File: src/rtl/fb_arb_pkg.sv
// Shared constants and types for the framebuffer access arbiter.
// Covers state encodings, default geometry, XGA screen size and the grant priority helper.
package fb_arb_pkg;

    localparam logic [1:0] ST_IDLE = 2'd0;
    localparam logic [1:0] ST_SCAN = 2'd1;
    localparam logic [1:0] ST_DRAW = 2'd2;

    localparam int ADDR_W_DEF    = 20;
    localparam int DATA_W_DEF    = 16;
    localparam int BURST_LEN_DEF = 16;

    localparam int H_ACTIVE = 1024;
    localparam int V_ACTIVE = 768;

    typedef enum logic [1:0] {
        GRANT_NONE = 2'd0,
        GRANT_SCAN = 2'd1,
        GRANT_DRAW = 2'd2
    } grant_e;

    // Scan normally wins. The caller sets draw_first at the end of a burst
    // so that a waiting draw gets one guaranteed slot.
    function automatic grant_e pick_grant(input logic scan_req,
                                          input logic draw_req,
                                          input logic draw_first);
        if (draw_first && draw_req) return GRANT_DRAW;
        if (scan_req)               return GRANT_SCAN;
        if (draw_req)               return GRANT_DRAW;
        return GRANT_NONE;
    endfunction

endpackage

File: src/rtl/fb_access_arbiter_if.sv
// Bundle of the requester, RAM and status signals around the framebuffer arbiter.
// The slave modport is the arbiter's view; the master modport is the view of the surrounding logic.
interface fb_access_arbiter_if #(
    parameter int ADDR_W = 20,
    parameter int DATA_W = 16
);
    logic              scan_req;
    logic [ADDR_W-1:0] scan_addr;
    logic              scan_ack;
    logic [DATA_W-1:0] scan_rdata;
    logic              scan_rvalid;
    logic              scan_last;

    logic              draw_req;
    logic [ADDR_W-1:0] draw_addr;
    logic [DATA_W-1:0] draw_wdata;
    logic              draw_ack;

    logic              mem_en;
    logic              mem_we;
    logic [ADDR_W-1:0] mem_addr;
    logic [DATA_W-1:0] mem_wdata;
    logic [DATA_W-1:0] mem_rdata;

    logic              busy;
    logic [15:0]       draw_stall_cnt;

    modport slave (
        input  scan_req, scan_addr, draw_req, draw_addr, draw_wdata, mem_rdata,
        output scan_ack, scan_rdata, scan_rvalid, scan_last, draw_ack,
               mem_en, mem_we, mem_addr, mem_wdata, busy, draw_stall_cnt
    );

    modport master (
        output scan_req, scan_addr, draw_req, draw_addr, draw_wdata, mem_rdata,
        input  scan_ack, scan_rdata, scan_rvalid, scan_last, draw_ack,
               mem_en, mem_we, mem_addr, mem_wdata, busy, draw_stall_cnt
    );

endinterface

File: src/rtl/fb_arb_rd_pipe.sv
// Read-return pipeline: follows each issued read beat through the one-cycle RAM latency.
// It registers mem_rdata into scan_rdata, scan_rvalid and scan_last. Reset flushes it asynchronously.
module fb_arb_rd_pipe #(
    parameter int DATA_W = 16
) (
    input  logic              clk_i,
    input  logic              rst_n_i,
    input  logic              issue_i,
    input  logic              issue_last_i,
    input  logic [DATA_W-1:0] mem_rdata_i,
    output logic [DATA_W-1:0] scan_rdata_o,
    output logic              scan_rvalid_o,
    output logic              scan_last_o
);

    logic              inflight_q;
    logic              inflight_last_q;
    logic              rvalid_q;
    logic              last_q;
    logic [DATA_W-1:0] rdata_q;

    always_ff @(posedge clk_i or negedge rst_n_i) begin
        if (!rst_n_i) begin
            inflight_q      <= 1'b0;
            inflight_last_q <= 1'b0;
            rvalid_q        <= 1'b0;
            last_q          <= 1'b0;
            rdata_q         <= '0;
        end else begin
            inflight_q      <= issue_i;
            inflight_last_q <= issue_i & issue_last_i;
            rvalid_q        <= inflight_q;
            last_q          <= inflight_last_q;
            // scan_rdata keeps the last returned word between bursts
            if (inflight_q) rdata_q <= mem_rdata_i;
        end
    end

    assign scan_rdata_o  = rdata_q;
    assign scan_rvalid_o = rvalid_q;
    assign scan_last_o   = last_q;

endmodule

File: src/rtl/fb_access_arbiter.sv
// Arbiter for the single-port XGA framebuffer. Scan-out read bursts have priority over single draw writes.
// Optional macro FB_ARB_STATS_EN adds a saturating draw stall counter.
//
// state | meaning
// IDLE  | no access in progress, RAM disabled
// SCAN  | issuing a BURST_LEN-word read burst, one beat per cycle
// DRAW  | issuing one draw write (single cycle)
module fb_access_arbiter
    import fb_arb_pkg::*;
#(
    parameter int ADDR_W    = ADDR_W_DEF,
    parameter int DATA_W    = DATA_W_DEF,
    parameter int BURST_LEN = BURST_LEN_DEF
) (
    input  logic               CLOCK_50,
    input  logic               reset_n,
    fb_access_arbiter_if.slave bus
);

    localparam int BEAT_W = $clog2(BURST_LEN);
    localparam logic [BEAT_W-1:0] LAST_BEAT = BEAT_W'(BURST_LEN - 1);
    localparam logic [BEAT_W-1:0] PRE_LAST  = BEAT_W'(BURST_LEN - 2);

    logic [1:0]        state_q, state_d;
    logic [BEAT_W-1:0] beat_q, beat_d;
    logic              mem_en_q, mem_en_d;
    logic              mem_we_q, mem_we_d;
    logic [ADDR_W-1:0] mem_addr_q, mem_addr_d;
    logic [DATA_W-1:0] mem_wdata_q, mem_wdata_d;
    logic              scan_ack_q, scan_ack_d;
    logic              draw_ack_q, draw_ack_d;
    logic              busy_q, busy_d;
    logic              rd_last_q, rd_last_d;
    logic              at_decision;
    grant_e            grant;

    always_comb begin
        // A new grant is chosen only at the edge that ends the current access,
        // so consecutive accesses run back to back without a bubble.
        at_decision = (state_q != ST_SCAN) || (beat_q == LAST_BEAT);
        grant       = pick_grant(bus.scan_req, bus.draw_req, state_q == ST_SCAN);

        state_d     = state_q;
        beat_d      = beat_q;
        mem_en_d    = 1'b0;
        mem_we_d    = 1'b0;
        mem_addr_d  = mem_addr_q;
        mem_wdata_d = mem_wdata_q;
        scan_ack_d  = 1'b0;
        draw_ack_d  = 1'b0;
        rd_last_d   = 1'b0;

        if (!at_decision) begin
            beat_d     = beat_q + 1'b1;
            mem_en_d   = 1'b1;
            mem_addr_d = mem_addr_q + 1'b1;
            rd_last_d  = (beat_q == PRE_LAST);
        end else begin
            unique case (grant)
                GRANT_SCAN: begin
                    state_d    = ST_SCAN;
                    beat_d     = '0;
                    mem_en_d   = 1'b1;
                    mem_addr_d = bus.scan_addr;
                    scan_ack_d = 1'b1;
                end
                GRANT_DRAW: begin
                    state_d     = ST_DRAW;
                    mem_en_d    = 1'b1;
                    mem_we_d    = 1'b1;
                    mem_addr_d  = bus.draw_addr;
                    mem_wdata_d = bus.draw_wdata;
                    draw_ack_d  = 1'b1;
                end
                default: state_d = ST_IDLE;
            endcase
        end

        busy_d = (state_d != ST_IDLE);
    end

    always_ff @(posedge CLOCK_50 or negedge reset_n) begin
        if (!reset_n) begin
            state_q     <= ST_IDLE;
            beat_q      <= '0;
            mem_en_q    <= 1'b0;
            mem_we_q    <= 1'b0;
            mem_addr_q  <= '0;
            mem_wdata_q <= '0;
            scan_ack_q  <= 1'b0;
            draw_ack_q  <= 1'b0;
            busy_q      <= 1'b0;
            rd_last_q   <= 1'b0;
        end else begin
            state_q     <= state_d;
            beat_q      <= beat_d;
            mem_en_q    <= mem_en_d;
            mem_we_q    <= mem_we_d;
            mem_addr_q  <= mem_addr_d;
            mem_wdata_q <= mem_wdata_d;
            scan_ack_q  <= scan_ack_d;
            draw_ack_q  <= draw_ack_d;
            busy_q      <= busy_d;
            rd_last_q   <= rd_last_d;
        end
    end

    fb_arb_rd_pipe #(.DATA_W(DATA_W)) u_rd_pipe (
        .clk_i         (CLOCK_50),
        .rst_n_i       (reset_n),
        .issue_i       (mem_en_q & ~mem_we_q),
        .issue_last_i  (rd_last_q),
        .mem_rdata_i   (bus.mem_rdata),
        .scan_rdata_o  (bus.scan_rdata),
        .scan_rvalid_o (bus.scan_rvalid),
        .scan_last_o   (bus.scan_last)
    );

    assign bus.mem_en    = mem_en_q;
    assign bus.mem_we    = mem_we_q;
    assign bus.mem_addr  = mem_addr_q;
    assign bus.mem_wdata = mem_wdata_q;
    assign bus.scan_ack  = scan_ack_q;
    assign bus.draw_ack  = draw_ack_q;
    assign bus.busy      = busy_q;

`ifdef FB_ARB_STATS_EN
    logic [15:0] stall_q;

    always_ff @(posedge CLOCK_50 or negedge reset_n) begin
        if (!reset_n) begin
            stall_q <= '0;
        end else if (bus.draw_req && !draw_ack_q && (stall_q != 16'hFFFF)) begin
            stall_q <= stall_q + 16'd1;
        end
    end

    assign bus.draw_stall_cnt = stall_q;
`else
    assign bus.draw_stall_cnt = 16'd0;
`endif

endmodule

File: src/flat_wrapper.sv
// flat-port wrapper written by rule: the top's interface ports become plain ports
module fb_access_arbiter_flat import fb_arb_pkg::*;
#(
    parameter int ADDR_W    = ADDR_W_DEF,
    parameter int DATA_W    = DATA_W_DEF,
    parameter int BURST_LEN = BURST_LEN_DEF
)
  (CLOCK_50, reset_n, bus_scan_req, bus_scan_addr, bus_draw_req, bus_draw_addr, bus_draw_wdata, bus_mem_rdata, bus_scan_ack, bus_scan_rdata, bus_scan_rvalid, bus_scan_last, bus_draw_ack, bus_mem_en, bus_mem_we, bus_mem_addr, bus_mem_wdata, bus_busy, bus_draw_stall_cnt);
  fb_access_arbiter_if #(.ADDR_W(ADDR_W), .DATA_W(DATA_W)) bus_i ();
  input  logic CLOCK_50;
  input  logic reset_n;
  input wire logic [$bits(bus_i.scan_req)-1:0] bus_scan_req;
  input wire logic [$bits(bus_i.scan_addr)-1:0] bus_scan_addr;
  input wire logic [$bits(bus_i.draw_req)-1:0] bus_draw_req;
  input wire logic [$bits(bus_i.draw_addr)-1:0] bus_draw_addr;
  input wire logic [$bits(bus_i.draw_wdata)-1:0] bus_draw_wdata;
  input wire logic [$bits(bus_i.mem_rdata)-1:0] bus_mem_rdata;
  output wire logic [$bits(bus_i.scan_ack)-1:0] bus_scan_ack;
  output wire logic [$bits(bus_i.scan_rdata)-1:0] bus_scan_rdata;
  output wire logic [$bits(bus_i.scan_rvalid)-1:0] bus_scan_rvalid;
  output wire logic [$bits(bus_i.scan_last)-1:0] bus_scan_last;
  output wire logic [$bits(bus_i.draw_ack)-1:0] bus_draw_ack;
  output wire logic [$bits(bus_i.mem_en)-1:0] bus_mem_en;
  output wire logic [$bits(bus_i.mem_we)-1:0] bus_mem_we;
  output wire logic [$bits(bus_i.mem_addr)-1:0] bus_mem_addr;
  output wire logic [$bits(bus_i.mem_wdata)-1:0] bus_mem_wdata;
  output wire logic [$bits(bus_i.busy)-1:0] bus_busy;
  output wire logic [$bits(bus_i.draw_stall_cnt)-1:0] bus_draw_stall_cnt;
  assign bus_i.scan_req = bus_scan_req;
  assign bus_i.scan_addr = bus_scan_addr;
  assign bus_i.draw_req = bus_draw_req;
  assign bus_i.draw_addr = bus_draw_addr;
  assign bus_i.draw_wdata = bus_draw_wdata;
  assign bus_i.mem_rdata = bus_mem_rdata;
  assign bus_scan_ack = bus_i.scan_ack;
  assign bus_scan_rdata = bus_i.scan_rdata;
  assign bus_scan_rvalid = bus_i.scan_rvalid;
  assign bus_scan_last = bus_i.scan_last;
  assign bus_draw_ack = bus_i.draw_ack;
  assign bus_mem_en = bus_i.mem_en;
  assign bus_mem_we = bus_i.mem_we;
  assign bus_mem_addr = bus_i.mem_addr;
  assign bus_mem_wdata = bus_i.mem_wdata;
  assign bus_busy = bus_i.busy;
  assign bus_draw_stall_cnt = bus_i.draw_stall_cnt;
  fb_access_arbiter #(.ADDR_W(ADDR_W), .DATA_W(DATA_W), .BURST_LEN(BURST_LEN)) u_core (.CLOCK_50(CLOCK_50), .reset_n(reset_n), .bus(bus_i));
endmodule
File: config.mk
export PLATFORM = sky130hd
export DESIGN_NAME = fb_access_arbiter_flat
export DESIGN_NICKNAME = d
export VERILOG_FILES = /design/src/rtl/fb_arb_pkg.sv /design/src/rtl/fb_access_arbiter_if.sv /design/src/rtl/fb_arb_rd_pipe.sv /design/src/rtl/fb_access_arbiter.sv /design/src/flat_wrapper.sv
export SDC_FILE = /design/constraint.sdc
export NUM_CORES = 1
export LEC_CHECK = 0
export BUFFER_PORTS_ARGS = -buffer_cell sky130_fd_sc_hd__buf_2
export CAP_MARGIN = 40
export CORE_MARGIN = 2
export CORE_UTILIZATION = 40
export DETAILED_ROUTE_END_ITERATION = 6
export PLACE_DENSITY_LB_ADDON = 0.15
export SYNTH_ARGS = -nofsm -noshare
export SYNTH_HDL_FRONTEND = slang
export SYNTH_SLANG_ARGS = --single-unit
File: constraint.sdc
create_clock -name CLOCK_50 -period 2.69 [get_ports CLOCK_50]
set_input_delay 0.538 -clock CLOCK_50 [delete_from_list [all_inputs] [get_ports CLOCK_50]]
set_output_delay 0.538 -clock CLOCK_50 [all_outputs]
set_load 0.01 [all_outputs]
==> results of run 1 <==
[layout make-up]
cell class                 count  area, um2  area share
sequential                    67       1680       0.378
multi-input combinational    231       1610       0.364
timing repair buffer         144        758       0.171
clock buffer                  10        138      0.0310
tap                          108        135      0.0305
clock inverter                 6       63.8      0.0144
inverter                      13       48.8      0.0110
[flip-flops by register name, summed over array words and instances (netlist names), 2 cells and up]
register and cells:
u_core.beat_q 4, u_core.u_rd_pipe.scan_rdata_o 16, u_core.state_q 2, u_core.bus.mem_addr 20, u_core.bus.mem_wdata 16
[report_power, final]
group          internal, mW  switching [mW]
sequential             1.43           0.397
clock                 0.453           0.403
combinational          1.03            1.16
[metal layers]
metal	up-vias	routed length [um]	track usage
li1	1413	-	-
met1	1293	3840	0.239
met2	101	3770	0.281
met3	7	518	0.0508
met4	0	75	0.0385
met5	-	0	0
[critical path: cells and delay by family, from the launching register on]
family	cells	cell delay [ns]
simple gates	4	0.80
flops	1	0.40
mux	1	0.40
buf+inv	2	0.22
fa+ha+maj	1	0.16
[layout by cell type (no fill, tap or decap), types with 3 or more instances in the layout]
cell type  instances
buf_2            134
dfrtp_1           67
mux2_2            33
nand2_1           24
nor2_1            24
a21oi_1           21
conb_1            16
o21ai_0           15
inv_1             13
nand3_1           11
mux2i_1           11
clkbuf_8          10
buf_4              9
nor2b_1            7
a211oi_1           7
xnor2_1            6
nand4_1            5
ha_1               5
nor3_1             4
o221a_2            4
nor4_1             3
[worst max-delay path by stage]
| stage | from | endpoint | slack, ns | cells after the start |
|---|---|---|---|---|
| 5_1_grt | u_core.state_q[1] | u_core.bus.mem_addr[8] | 0.44 | 11 |
| 3_5_place_dp | bus_draw_req | u_core.bus.mem_addr[0] | 0.52 | 9 |
| 2_1_floorplan | u_core.state_q[1] | u_core.bus.mem_wdata[10] | 0.48 | 10 |
| 3_3_place_gp | bus_draw_req | u_core.bus.mem_addr[0] | 0.56 | 9 |
| 4_1_cts | u_core.state_q[1] | u_core.bus.mem_wdata[9] | 0.60 | 8 |
| 6_report | u_core.state_q[1] | u_core.bus.mem_wdata[9] | 0.60 | 8 |
[logic make-up after synthesis]
| group | count (synthesis) | share of synthesized area |
|---|---|---|
| mux | 44 | 0.137 |
| xor+xnor | 6 | 0.0149 |
| simple gates | 98 | 0.157 |
| fa+ha+maj | 5 | 0.0178 |
| buf+inv | 47 | 0.0814 |
| flops | 67 | 0.476 |
| compound gates | 62 | 0.114 |
| other cells | 1 | 0.00107 |
==> results.cfg, run 1 <==
[status]
status = finished clean

[clocking]
clkLatencyLatePin_ns = 0.35
clkTransAtPathRegs_ns = 0.08
cts_tree = yes
postCtsSetupBuffers = 0
cts_htree_levels = 3
cts.path.max_buffers = 2
holdBufCountCts = 0
ctsRootBufferMaster = clkbuf_8
cts_sinks = 67
numCtsBuffers = 9
cts_resized = 0

[grt]
grt-ovfl-total = 0
track_usage = 0.176
antenna_found_initial = 0
grt_pass1_wl_um = 13600
grt_max_degree = 55
grt_pass1_vias = 2781

[critical_path]
crit_path_end_kind = register
path_class = reg2reg
r2r_setup_slack_ns = 0.60
path_max_fanout = 18
cp-start-kind = register
r2r_start = u_core.state_q[1]
crit_path_top_delay_cell = nor2_4
required_ns = 2.91
crit_chain = nand2b_1 > nand2_1 > nand2_1 > inv_1 > ha_1 > inv_1 > nor2_4 > mux2_2
reg2reg_to = u_core.bus.mem_wdata[9]
cp_data_arrival_time_ns = 2.31
critPathMaxStageDelay_ns = 0.46
r2r_cells = 8

[timing]
fin_crit_sh = 0.776
period_minus_slack_ns = 2.09
tns_ns = 0
rsz0062_at_grt = no
setup_viol = 0
fin_ws_ns = 0.602
max_clock_freq_mhz = 479
holdWs_ns = 0.0876
fin_skew_ns = 0.0137
relSlewSlack = 0.599
worst_pin_slew_ns = 0.601
hold_viol_final = 0
maxSlewViolCount = 0

[route]
vias = 2814
wl_per_cell_um = 14.2
drt_iter0_drc = 74
drt-vias-per-instance = 4.86
wl_um = 8210
dr.pass1.iters = 6
drc = 0
ant_nets = 0

[logic_synthesis]
synthDominantAreaCellType = dfrtp_1
postSynth.asyncResetShare = 1.00
synth.area.top_cells = dfrtp_1 48%, mux2_2 11%, buf_4 3.8%
synth_top_cell_area_share = 0.476
synth.yosys.seq_area_share = 0.476
yosysMostFrequentCell = dfrtp_1
syn_area_per_cell_um2 = 10.7
synth_cells = 330
ys.flop_type = dfrtp_1
synth.ff_latch_count = 67
ys_types = 55
yosys_warnings = 0
synth_edf_count = 0
yosys-top-cells-count = 67 x dfrtp_1, 33 x mux2_2, 24 x nand2_1, 24 x nor2_1, 21 x a21oi_1
synth_area_um2 = 3520

[place]
place_inst = 563
gp_congestion = 0.786
placed_cell_area_um2 = 4230
io_buffers = 134
hpwlAfterDp_um = 5880
dp_slack_ns = 0.521

[power_and_ir_drop]
total_power_mw = 4.87
p_leak_nw = 2.09
powerDensity_nw_per_um2 = 1100
ir_worst_vdd_mv = 0.438

[layout]
utilization = 0.513
num_antenna_cells = 0
final_area_um2 = 4430
finalNetCount = 547
syn_to_final_growth_pct = 26.0
drive_gt1_frac = 0.439
n_fill_cell = 820
fin_cells = 579

[run]
drv_cap = 0

[floorplanning]
core_region_area_um2 = 8640
initial_core_util = 0.408
die_area_um2 = 9570
die_x_um = 97.8
rows = 34
die_h_um = 97.8
num_io_pins = 151

[min_path]
hp-class = in2async
(Power assumes the default switching activity.)
==> run 2, diff against run 1 <==
Clock period 2.69 ns to 1.8 ns, I/O delays scaled along.
==> run 2 against run 1 <==
The run now ends with negative setup slack left. First-iteration DRC count rose by 59%. Die area did not move. Clock skew fell by 0.00068 ns. Sequential power rose by 47%. Flip-flop and latch count did not move. Critical path depth rose by 3. Combinational power rose by 96%. Clock power rose by 50%. Worst setup slack got worse by 0.65 ns. Via count rose by 6.6%. Critical path type unchanged. Global-route usage rose by 0.66 points. Design area rose by 11%.
==> results.cfg, run 2 (synthesis results as in run 1) <==
[clocking]
holdBufCountCts = 0
cts_sinks = 67
cts_htree_levels = 3
clkLatencyLatePin_ns = 0.35
numCtsBuffers = 9
clkTransAtPathRegs_ns = 0.08
cts.path.max_buffers = 2
ctsRootBufferMaster = clkbuf_8
cts_tree = yes

[timing]
fin_ws_ns = -0.0448
hold_viol_final = 0
setup_viol = 11
rsz0062_at_grt = yes
fin_skew_ns = 0.0131
fin_crit_sh = 1.02
period_minus_slack_ns = 1.84
worst_pin_slew_ns = 0.625
max_clock_freq_mhz = 542
relSlewSlack = 0.583
maxSlewViolCount = 0

[route]
dr.pass1.iters = 4
wl_per_cell_um = 14.4
ant_nets = 0
drc = 0
wl_um = 8720
vias = 3000
drt_iter0_drc = 118
drt-vias-per-instance = 4.96

[critical_path]
cp-start-kind = register
crit_family = compound AO/OA/AOI/OAI gates
path_class = reg2reg
cp_data_arrival_time_ns = 2.08
critPathBufInv = 3
crit_chain = nand2b_4 > nand2_2 > nand2_4 > inv_4 > ha_4 > nor2_2 > a21boi_4 > buf_12 > inv_2 > o21ai_0 > a222oi_1
crit_path_end_kind = register
crit_path_top_delay_cell = dfrtp_1
critPathMaxStageDelay_ns = 0.41
path_max_fanout = 7
required_ns = 2.04

[layout]
ff_latch_area_um2 = 1680
drive_gt1_frac = 0.527
largest_reg_flops = 20
final_cell_mix = 134 x buf_2, 67 x dfrtp_1, 25 x buf_4
syn_to_final_growth_pct = 39.6
final_common_cell = buf_2
multi_input_area_um2 = 1780
n_fill_cell = 783
finalNetCount = 573
num_antenna_cells = 0

[floorplanning]
rows = 34
core_region_area_um2 = 8640
initial_core_util = 0.408
num_io_pins = 151
die_h_um = 97.8
die_area_um2 = 9570
die_x_um = 97.8

[grt]
grt-ovfl-total = 0
grt_pass1_wl_um = 14000
track_usage = 0.182
antenna_found_initial = 0
grt_pass1_vias = 2874
grt_max_degree = 68

[place]
dp_slack_ns = -0.0995
gp_congestion = 0.825
io_buffers = 134
hpwlAfterDp_um = 6170

[power_and_ir_drop]
p_leak_nw = 2.31
ir_worst_vdd_mv = 0.770
total_power_mw = 8.25
powerDensity_nw_per_um2 = 1680

[run]
drv_cap = 0

[min_path]
hp-class = in2async

[status]
violations = negative setup slack
status = finished, violations left
-- run 2: timing repair --
action / CTS / global route
cloned: 0 / 1
pin swaps: 0 / 8
resized for setup: 6 / 41
setup buffers: 2 / 4
endpoints found under the setup margin: 31 / 39
-- run 2: worst register-to-register path, cell delays in order, from the launching register on --
cell and delay (ns):
dfrtp_1 0.41, nand2b_4 0.16, nand2_2 0.08, nand2_4 0.07, inv_4 0.06, ha_4 0.17, nor2_2 0.05, a21boi_4 0.14
buf_12 0.14, inv_2 0.08, o21ai_0 0.08, a222oi_1 0.30
-- run 2: cell type report --
type	instances	share of cell area
multi-input cells	231	0.363
flip-flops and latches	67	0.341
repair buffers	170	0.216
clock buffers	10	0.0280
well taps	108	0.0275
clock inverters	6	0.0130
inverters	13	0.0115
-- run 2: final timing paths --
| check | start | end | slack [ns] | cells past startpoint |
|---|---|---|---|---|
| max in group asynchronous | reset_n | u_core.bus.mem_addr[17] | 1.46 | 2 |
| hold reg to reg | u_core.u_rd_pipe.inflight_last_q | u_core.u_rd_pipe.scan_last_o | 0.35 | 0 |
| hold / removal | reset_n | u_core.bus.mem_addr[19] | 0.01 | 2 |
| setup / recovery | u_core.state_q[1] | u_core.bus.mem_addr[8] | -0.04 | 11 |
| setup reg to reg | u_core.state_q[1] | u_core.bus.mem_addr[8] | -0.04 | 11 |
| min in group CLOCK_50 | bus_draw_wdata[9] | u_core.bus.mem_wdata[9] | 0.24 | 2 |
-- run 2: power breakdown --
part | switching (mW) | leakage (nW) | internal (mW)
Sequential | 0.546 | 0.781 | 2.13
Clock | 0.602 | 0.0987 | 0.677
Combinational | 2.09 | 1.43 | 2.20
Total | 3.24 | 2.31 | 5.01
-- run 2: per-layer routing --
layer / GRT usage / wire length, um / vias up / share of wire
li1: - / - / 1470 / -
met1: 0.240 / 3960 / 1428 / 0.45
met2: 0.294 / 4210 / 95 / 0.48
met3: 0.0558 / 487 / 7 / 0.056
met4: 0.0491 / 56 / 0 / 0.0064
met5: 0 / 0 / - / 0
-- run 2: per-stage QoR --
stage / setup TNS (ns) / util / cells / hold slack [ns] / cell area, um2
detailed placement: -0.881 / 0.518 / 582 / 0.341 / 4470
finish: -0.236 / 0.569 / 605 / 0.0148 / 4910
global route: -2.31 / 0.569 / 605 / 0.0354 / 4910
CTS: 0 / 0.546 / 600 / 0.0320 / 4720
floorplan: -1.34 / - / 345 / 0.0644 / 3660
global placement: -0.134 / 0.518 / 582 / 0.335 / 4470
